## src/rtl/regfile_ng.sv

```systemverilog
// regfile_ng: parametrised register file with two combinational read ports,
// one synchronous write port, optional write-to-read bypass, a per-register
// pending scoreboard for RAW hazard detection, and a sequential clear engine
// that zeroes storage after reset or on request.
module regfile_ng #(
   parameter int DATA_W   = 32,
   parameter int NUM_REGS = 32,
   parameter int ADDR_W   = 5,
   parameter bit ZERO_REG = 1'b1,
   parameter bit BYPASS   = 1'b1
) (
   input  logic              clock,
   input  logic              reset,
   input  logic [ADDR_W-1:0] read_reg1,
   input  logic [ADDR_W-1:0] read_reg2,
   output logic [DATA_W-1:0] id_reg1_data,
   output logic [DATA_W-1:0] id_reg2_data,
   output logic              id_reg1_pending,
   output logic              id_reg2_pending,
   input  logic              wb_reg_write,
   input  logic [ADDR_W-1:0] wb_rt_rd,
   input  logic [DATA_W-1:0] wb_write_data,
   input  logic              id_pend_set,
   input  logic [ADDR_W-1:0] id_pend_addr,
   input  logic              clr_start,
   output logic              busy
);

   // Storage spans the full address space so every address indexes cleanly;
   // entries at or above NUM_REGS are never written and fall away in synthesis.
   localparam int                DEPTH      = 1 << ADDR_W;
   localparam logic [ADDR_W:0]   NUM_REGS_W = (ADDR_W + 1)'(NUM_REGS);
   localparam logic [ADDR_W-1:0] LAST_IDX   = ADDR_W'(NUM_REGS - 1);

   typedef enum logic {
      ST_CLEAR = 1'b0,
      ST_IDLE  = 1'b1
   } state_t;

   state_t            state, state_next;
   logic [ADDR_W-1:0] clr_idx, clr_idx_next;
   logic [DATA_W-1:0] regs [DEPTH];
   logic [DEPTH-1:0]  pend;

   logic              idle;
   logic              wr_accept;
   logic              pset_accept;

   logic [ADDR_W-1:0] rd_addr [2];
   logic [DATA_W-1:0] rd_val  [2];
   logic              rd_pend [2];

   // An architectural register: in range and not the hardwired zero register.
   function automatic logic is_arch(input logic [ADDR_W-1:0] a);
      return ({1'b0, a} < NUM_REGS_W) && !(ZERO_REG && (a == '0));
   endfunction

   assign idle        = (state == ST_IDLE);
   assign busy        = !idle;
   // A clear request in IDLE takes precedence and drops same-cycle updates.
   assign wr_accept   = idle && !clr_start && wb_reg_write && is_arch(wb_rt_rd);
   assign pset_accept = idle && !clr_start && id_pend_set  && is_arch(id_pend_addr);

   assign rd_addr[0] = read_reg1;
   assign rd_addr[1] = read_reg2;

   // State register and clear index; reset restarts the clear sequence.
   always_ff @(posedge clock) begin
      // NOTE: sequential state uses non-blocking assignments so every register
      // samples pre-edge values regardless of block evaluation order.
      if (!reset) begin
         state   <= ST_CLEAR;
         clr_idx <= '0;
      end else begin
         state   <= state_next;
         clr_idx <= clr_idx_next;
      end
   end

   // Next state: walk the clear index to NUM_REGS-1, or start a clear from IDLE.
   always_comb begin
      // NOTE: defaults first so every path assigns every output (no latches).
      state_next   = state;
      clr_idx_next = clr_idx;
      case (state)
         ST_CLEAR: begin
            if (clr_idx == LAST_IDX) state_next   = ST_IDLE;
            else                     clr_idx_next = clr_idx + 1'b1;
         end
         ST_IDLE: begin
            if (clr_start) begin
               state_next   = ST_CLEAR;
               clr_idx_next = '0;
            end
         end
         default: state_next = ST_CLEAR;
      endcase
   end

   // Storage: the clear engine zeroes one entry per cycle, otherwise WB writes.
   always_ff @(posedge clock) begin
      // NOTE: the array has no reset branch; the clear engine zeroes it, which
      // keeps it mappable to RAM and off the reset network.
      if (reset) begin
         if (!idle)          regs[clr_idx]  <= '0;
         else if (wr_accept) regs[wb_rt_rd] <= wb_write_data;
      end
   end

   // Pending scoreboard: write clears, issue sets; the later set wins on a tie.
   always_ff @(posedge clock) begin
      if (!reset) begin
         pend <= '0;
      end else if (idle && clr_start) begin
         pend <= '0;
      end else begin
         if (wr_accept)   pend[wb_rt_rd]     <= 1'b0;
         if (pset_accept) pend[id_pend_addr] <= 1'b1;
      end
   end

   // Read ports: zero while clearing or for non-architectural addresses,
   // with optional forwarding of the same-cycle WB write.
   always_comb begin
      for (int p = 0; p < 2; p++) begin
         rd_val[p]  = '0;
         rd_pend[p] = 1'b0;
         if (idle && is_arch(rd_addr[p])) begin
            if (BYPASS && wr_accept && (wb_rt_rd == rd_addr[p])) begin
               rd_val[p]  = wb_write_data;
               rd_pend[p] = pset_accept && (id_pend_addr == rd_addr[p]) && pend[rd_addr[p]];
            end else begin
               rd_val[p]  = regs[rd_addr[p]];
               rd_pend[p] = pend[rd_addr[p]];
            end
         end
      end
   end

   assign id_reg1_data    = rd_val[0];
   assign id_reg2_data    = rd_val[1];
   assign id_reg1_pending = rd_pend[0];
   assign id_reg2_pending = rd_pend[1];

endmodule

```

## config.mk

```make
export PLATFORM = sky130hd
export DESIGN_NAME = regfile_ng
export DESIGN_NICKNAME = d
export VERILOG_FILES = /design/src/rtl/regfile_ng.sv
export SDC_FILE = /design/constraint.sdc
export NUM_CORES = 1
export LEC_CHECK = 0
export CAP_MARGIN = 20
export CELL_PAD_IN_SITES_DETAIL_PLACEMENT = 1
export CELL_PAD_IN_SITES_GLOBAL_PLACEMENT = 1
export CORE_ASPECT_RATIO = 0.5
export CORE_UTILIZATION = 45
export CTS_CLUSTER_SIZE = 30
export DETAILED_ROUTE_END_ITERATION = 16
export GPL_TIMING_DRIVEN = 0
export PLACE_DENSITY = 0.67
export SYNTH_ARGS = -nofsm -noshare
export SYNTH_HDL_FRONTEND = slang
export SYNTH_SLANG_ARGS = --single-unit
```

## constraint.sdc

```tcl
create_clock -name clock -period 5.38 [get_ports clock]
set_input_delay 1.076 -clock clock [delete_from_list [all_inputs] [get_ports clock]]
set_output_delay 1.076 -clock clock [all_outputs]
set_load 0.01 [all_outputs]
```

# [Yosys cells after proc, flatten, opt, wreduce, memory -nomap -nowiden]
# Memory sizes are Yosys's and may differ from the RTL's.
# Index checks and enable logic that the tools add are counted.
[word_totals] reg_bits=38 input_bits=57 output_inout_bits=67 ramBits=1024 mem_count=1 wordCells=88
[mem_list] memory="regs" depth=32 width=32 rd=2 rd_ports_with_merged_regs=0 wr=1 line="42" source="logic [DATA_W-1:0] regs [DEPTH];"
[op_classes] bitwise_logic=5 n_reduce_logical=29 add_sub_neg=1 magnitude_cmp=6 mux=36 n_eq_ne=7
[ops] operator="two-way mux 32 bit" count=9
[ops] operator="bitwise AND 32 bit" count=1
[ops] operator="NOT 32 bit" count=1
[ops] operator="bitwise OR 32 bit" count=1
[ops] operator="OR reduction 32 bit" count=1
[ops] operator="less-than comparator 5 x 6 -> 1 bit, second input constant" count=4
[ops] operator="== test 5 bit" count=4
[ops] operator="logical NOT 5 bit" count=4
[ops] operator="two-way mux 1 bit" count=18
[ops] operator="logical AND 1 bit" count=16
[ops] operator="two-way mux 5 bit" count=3
[ops] operator="binary-select mux 1 bit (select 5 bit)" count=2
[ops] operator="demux 1 bit (select 5 bit)" count=2
[ops] operator="greater-or-equal comparator 5 x 1 -> 1 bit, second input constant" count=2
[ops] operator="case mux 5 bit (2 select lines)" count=1
[ops] operator="logical NOT 1 bit" count=6
[ops] operator="adder 5 x 1 -> 5 bit, second input constant" count=1
[ops] operator="== test 5 bit, second input constant" count=1
[ops] operator="inequality test 2 bit, second input constant" count=2
[ops] operator="NOT 1 bit" count=2
[ops] operator="case mux 1 bit (2 select lines)" count=1
[ops] operator="AND reduction 2 bit" count=1
[ops] operator="OR reduction 2 bit" count=1

# [Longest topological paths before layout]
[depth] ltp_word=11 mapped_depth=9 mapped_depth_nobuf=8

# [Least setup slack after synthesis]
# No wires, ideal clock.
[synth_path] path_kind="input port to flip-flop" startpoint="input wb_rt_rd[1]" endpoint="memory regs[25][0] (enable)" setup_time_ps=421 slack_ps=1181 n_path_buf=2 stages=7 required_time_ps=4959 arrival_time_ps=3778 cell_sequence="buf_2 nor3_4 a211oi_2 clkbuf_1 mux2i_1 nand2_1 nor2_1"
[synth_between] elab_chain_len=9 elab_cells_between_ends=10 cone_classes="mux: 6; reduce/logical: 4"
[synth_lines] element="start: declaration" line="21" source="input logic [ADDR_W-1:0] wb_rt_rd,"
[synth_lines] element="logical NOT 5 bit" line="55" source="return ({1'b0, a} < NUM_REGS_W) && !(ZERO_REG && (a == '0));"
[synth_lines] element="logical NOT 1 bit" line="55"
[synth_lines] element="logical AND 1 bit" line="61" source="assign wr_accept = idle && !clr_start && wb_reg_write && is_arch(wb_rt_rd);"
[synth_lines] element="two-way mux 1 bit" line="106" source="else if (wr_accept) regs[wb_rt_rd] <= wb_write_data;"
[synth_lines] element="two-way mux 1 bit" line="105" source="if (!idle) regs[clr_idx] <= '0;"
[synth_lines] element="two-way mux 1 bit" line="104" source="if (reset) begin"
[synth_lines] element="two-way mux 1 bit (implied by the code)" line="106"
[synth_lines] element="OR reduction 32 bit (no line)"
[synth_lines] element="two-way mux 5 bit (no line) / two-way mux 1 bit (equally long branches)"
[synth_lines] element="end: declaration" line="42"
# Parallel ways exist; a longest one is shown, timed or not.

# [Worst setup path in the final report]
[layout_path] startpoint="input read_reg1[1]" endpoint="output id_reg1_data[20]"
[layout_between] elab_chain_len=4 elab_cells_between_ends=8 cone_classes="eq/ne: 1; mux: 2; reduce/logical: 4; memory: 1"
[layout_lines] element="start: declaration" line="14" source="input logic [ADDR_W-1:0] read_reg1,"
[layout_lines] element="branches (longest 3 deep; another with memory (32 x 32 bit))"
[layout_lines] element="two-way mux 32 bit *" line="128" source="if (idle && is_arch(rd_addr[p])) begin"
[layout_lines] element="end: declaration" line="16" source="output logic [DATA_W-1:0] id_reg1_data,"
# Mark *: on every way between the ends.

==> summary.md <==
| Metric | Value |
|---|---|
| Clk buf depth | `3` |
| Failing checks | `setup timing` |
| Worst min-delay path class | `flop to flop` |
| Total track usage | `0.341` |
| CORE AREA | `113000 um2` |
| Clk slew on worst S/H paths | `70 ps` |
| Worst Clk Skew | `22.6 ps` |
| Crit path DAT | `4430 ps` |
| Cell Count, Final, Fillers Out | `4991` |
| Worst slew margin | `0.174` |
| 1st-iter DRT viols | `4723` |
| CP Class | `input port to output port` |
| Root buffer cell | `clkbuf_16` |
| Final setup viols | `29` |
| HPWL after DPL | `140 mm` |
| Largest fanout on the critical path | `10` |
| VDD IR max | `0.235 mV` |
| Maxcap violations | `0` |
| Syn nets | `3159` |
| Placed inst area | `55900 um2` |
| PD cells | `291 nW/um2` |
| Wire per inst | `39.6 um` |
| Die Y | `241 um` |
| Vias in the first global route | `34701` |
| Unrepaired setup endpoints after global routing | `yes` |
| H-tree level count | `3` |
| Num rows | `87` |
| Startpoint Class | `input port` |
| Clock Power Share | `0.402` |
| Mapped Area | `51200 um2` |
| Post-synth cell types | `58` |
| Final TNS setup | `-1080 ps` |
| R2R setup slack | `1680 ps` |
| Share of cells above drive strength 1 | `0.270` |
| Outcome | `finished, violations left` |
| Hold slack | `501 ps` |
| Via/cell ratio | `6.94` |
| # hold bufs at CTS | `0` |
| Largest net degree at the start of global routing | `33` |
| HP Start | `pend[6]` |
| Number of routed nets with antenna violations | `0` |
| Sequential element share of the synthesized area | `0.615` |
| Starting Density | `0.454` |
| TritonCTS clock tree | `yes` |
| Top Usage Layer GRT | `met2` |
| Yosys top cell area share | `0.600` |
| Initial antenna violation count | `11` |
| Seq cells post-synth | `1062` |
| Cell Int Power | `13200 uW` |
| Final period util | `1.02` |
| Switching Fraction | `0.247` |
| Total die area | `115000 um2` |
| Vias | `34630` |
| Crit path launch | `read_reg1[1]` |
| Tot Pwr | `17500 uW` |
| Asr flop ratio synth | `0` |
| Worst setup margin | `-126 ps` |
| Final wirelength | `198 mm` |
| GPL Wtd Cong | `0.935` |
| Met3 GRT Util | `0.119` |
| # IOs | `124` |
| Area delta synth->final | `17.5%` |
| LEAKAGE | `0.0187 uW` |
| Placed cell count | `4789` |
| Logic pwr share | `0.083` |
| GR Util met2 | `0.499` |
| Sw Pwr | `4310 uW` |
| Sequential Power Share | `0.515` |
| Die Wd | `479 um` |
| Worst slew pin tran | `1240 ps` |
| Total gr overflow | `0` |
| Final nets | `3449` |
| Port bufs | `111` |
| Synth warn | `0` |
| DRC viols | `0` |
| Min Clock Period, post-route | `5510 ps` |
| CTS Sinks | `1062` |
| Element type at the critical path end | `output port` |
| M1 GR Usage | `0.481` |
| TritonCTS Buffers | `100` |
| Fmax achieved | `182 MHz` |
| Avg Inst Size Synth | `16.5 um2` |
| Mapped Cells | `3100` |
| Design Area, Final | `60200 um2` |
| First-pass GRT wire length | `271 mm` |
| Final slew viol count | `0` |
| Final Hold Vio Count | `0` |
| Clk_lat worst skew | `740 ps` |
| Number of synthesized flops with an enable pin | `1024` |
| Top post-synthesis cells by area | `edfxtp_1 (60%), mux4_2 (13%), mux2i_1 (8.9%)` |
| First-pass DRT Iterations | `5` |
| Critical path required time | `4300 ps` |
| Synth area leader | `edfxtp_1` |
| FF-to-FF Start | `idle` |
| Top FF cell, synth | `edfxtp_1` |
worst max-delay path, stage by stage:
cell and delay (ps):
clkdlybuf4s15_2 330, nor2_1 430, clkbuf_2 410, clkbuf_1 580, a221oi_1 250, a22oi_1 270
a21oi_2 180, a211o_1 360, clkdlybuf4s50_1 520
state kept, by name (all words and copies together) (netlist names):
name and count:
idle 1, regs 1024, clr_idx 5, pend 32
cell usage in the layout, fill, tap and decap left out, types with 33 or more instances in the layout:
| master | netlist | layout |
|---|---|---|
| o21ai_0 | 67 | 67 |
| clkinv_1 | 1 | 33 |
| clkdlybuf4s50_1 | 0 | 110 |
| a221oi_2 | 0 | 34 |
| mux2i_1 | 456 | 456 |
| buf_2 | 90 | 73 |
| buf_4 | 23 | 42 |
| nand2_1 | 90 | 89 |
| o21bai_1 | 65 | 65 |
| clkbuf_1 | 121 | 57 |
| a22oi_1 | 132 | 130 |
| nor2_4 | 0 | 34 |
| clkbuf_2 | 1 | 53 |
| clkbuf_16 | 0 | 102 |
| mux4_2 | 306 | 306 |
| edfxtp_1 | 1024 | 1024 |
| inv_1 | 40 | 40 |
| a21oi_1 | 100 | 62 |
| a221oi_1 | 129 | 89 |
| dfxtp_1 | 38 | 38 |
cell families after synthesis:
logic type	count (synthesis)	synth area share
DFF	1062	0.615
muxes	764	0.224
buffers and inverters	292	0.0262
AOI/OAI and AO/OA	728	0.109
xor gates and xnor gates	20	0.00342
and+or+nand+nor	232	0.0214
adders and majority gates	2	0.000489
final cells by class:
cell class,instances,area [um2]
Fill cell,10447,52600
Sequential cell,1062,31500
Multi-Input combinational cell,1746,19400
Timing Repair Buffer,188,2680
Clock buffer,116,2610
Tap cell,1513,1890
Buffer,251,1440
Clock inverter,69,488
Inverter,41,155
Antenna cell,5,12.5
path summary, 6_finish.rpt:
path | cells after the start | end
setup reg to reg | 7 | regs[28][26]
setup / recovery | 9 | id_reg1_data[20]
hold reg to reg | 2 | pend[6]
hold / removal | 2 | pend[6]
routing by layer:
metal  vias up  wire length, um
met3       305            25500
met2      2043            85600
met1     18632            81600
li1      13646                -
met5         -               22
met4         4             5050
synthesized netlist by cell type (all sizes together) (8+ instances only):
master  count
dfxtp      38
a21bo      32
o21bai     65
a221oi    129
buf       129
a211oi     35
o221ai     32
a21oi     100
edfxtp   1024
mux4      306
a22oi     132
xnor2      14
nor2       53
a221o      32
and2       34
o22ai      32
nand3       8
nand2      90
inv        40
o211ai     33
o21ai      67
nor3       14
nor2b       8
clkbuf    122
a211o      32
mux2i     456
power groups by stage:
stage / clock [uW] / combinational (uW) / sequential [uW]
after floorplan: 0 / 763 / 9180
after global placement: 0 / 1290 / 9190
after detailed placement: 0 / 1340 / 9190
after CTS: 7020 / 1400 / 9010
after global routing: 7300 / 1480 / 9010
final: 7030 / 1450 / 9010
what timing repair did:
| action | 4_1_cts | 5_1_grt |
|---|---|---|
| pin swaps | 4 | 5 |
| endpoints found under the setup margin | 66 | 63 |
| buffers inserted | 6 | 0 |
| endpoints found under the hold margin | 0 | 0 |
| resized for setup | 223 | 73 |
metrics by stage:
stage / util / worst slack (ps)
final: 0.533 / -126
after global routing: 0.533 / -72.2
after CTS: 0.530 / 1.81
after detailed placement: 0.495 / -1450
after global placement: 0.481 / -2140
after floorplan: - / 1180
Power figures use the tool's default switching activity.
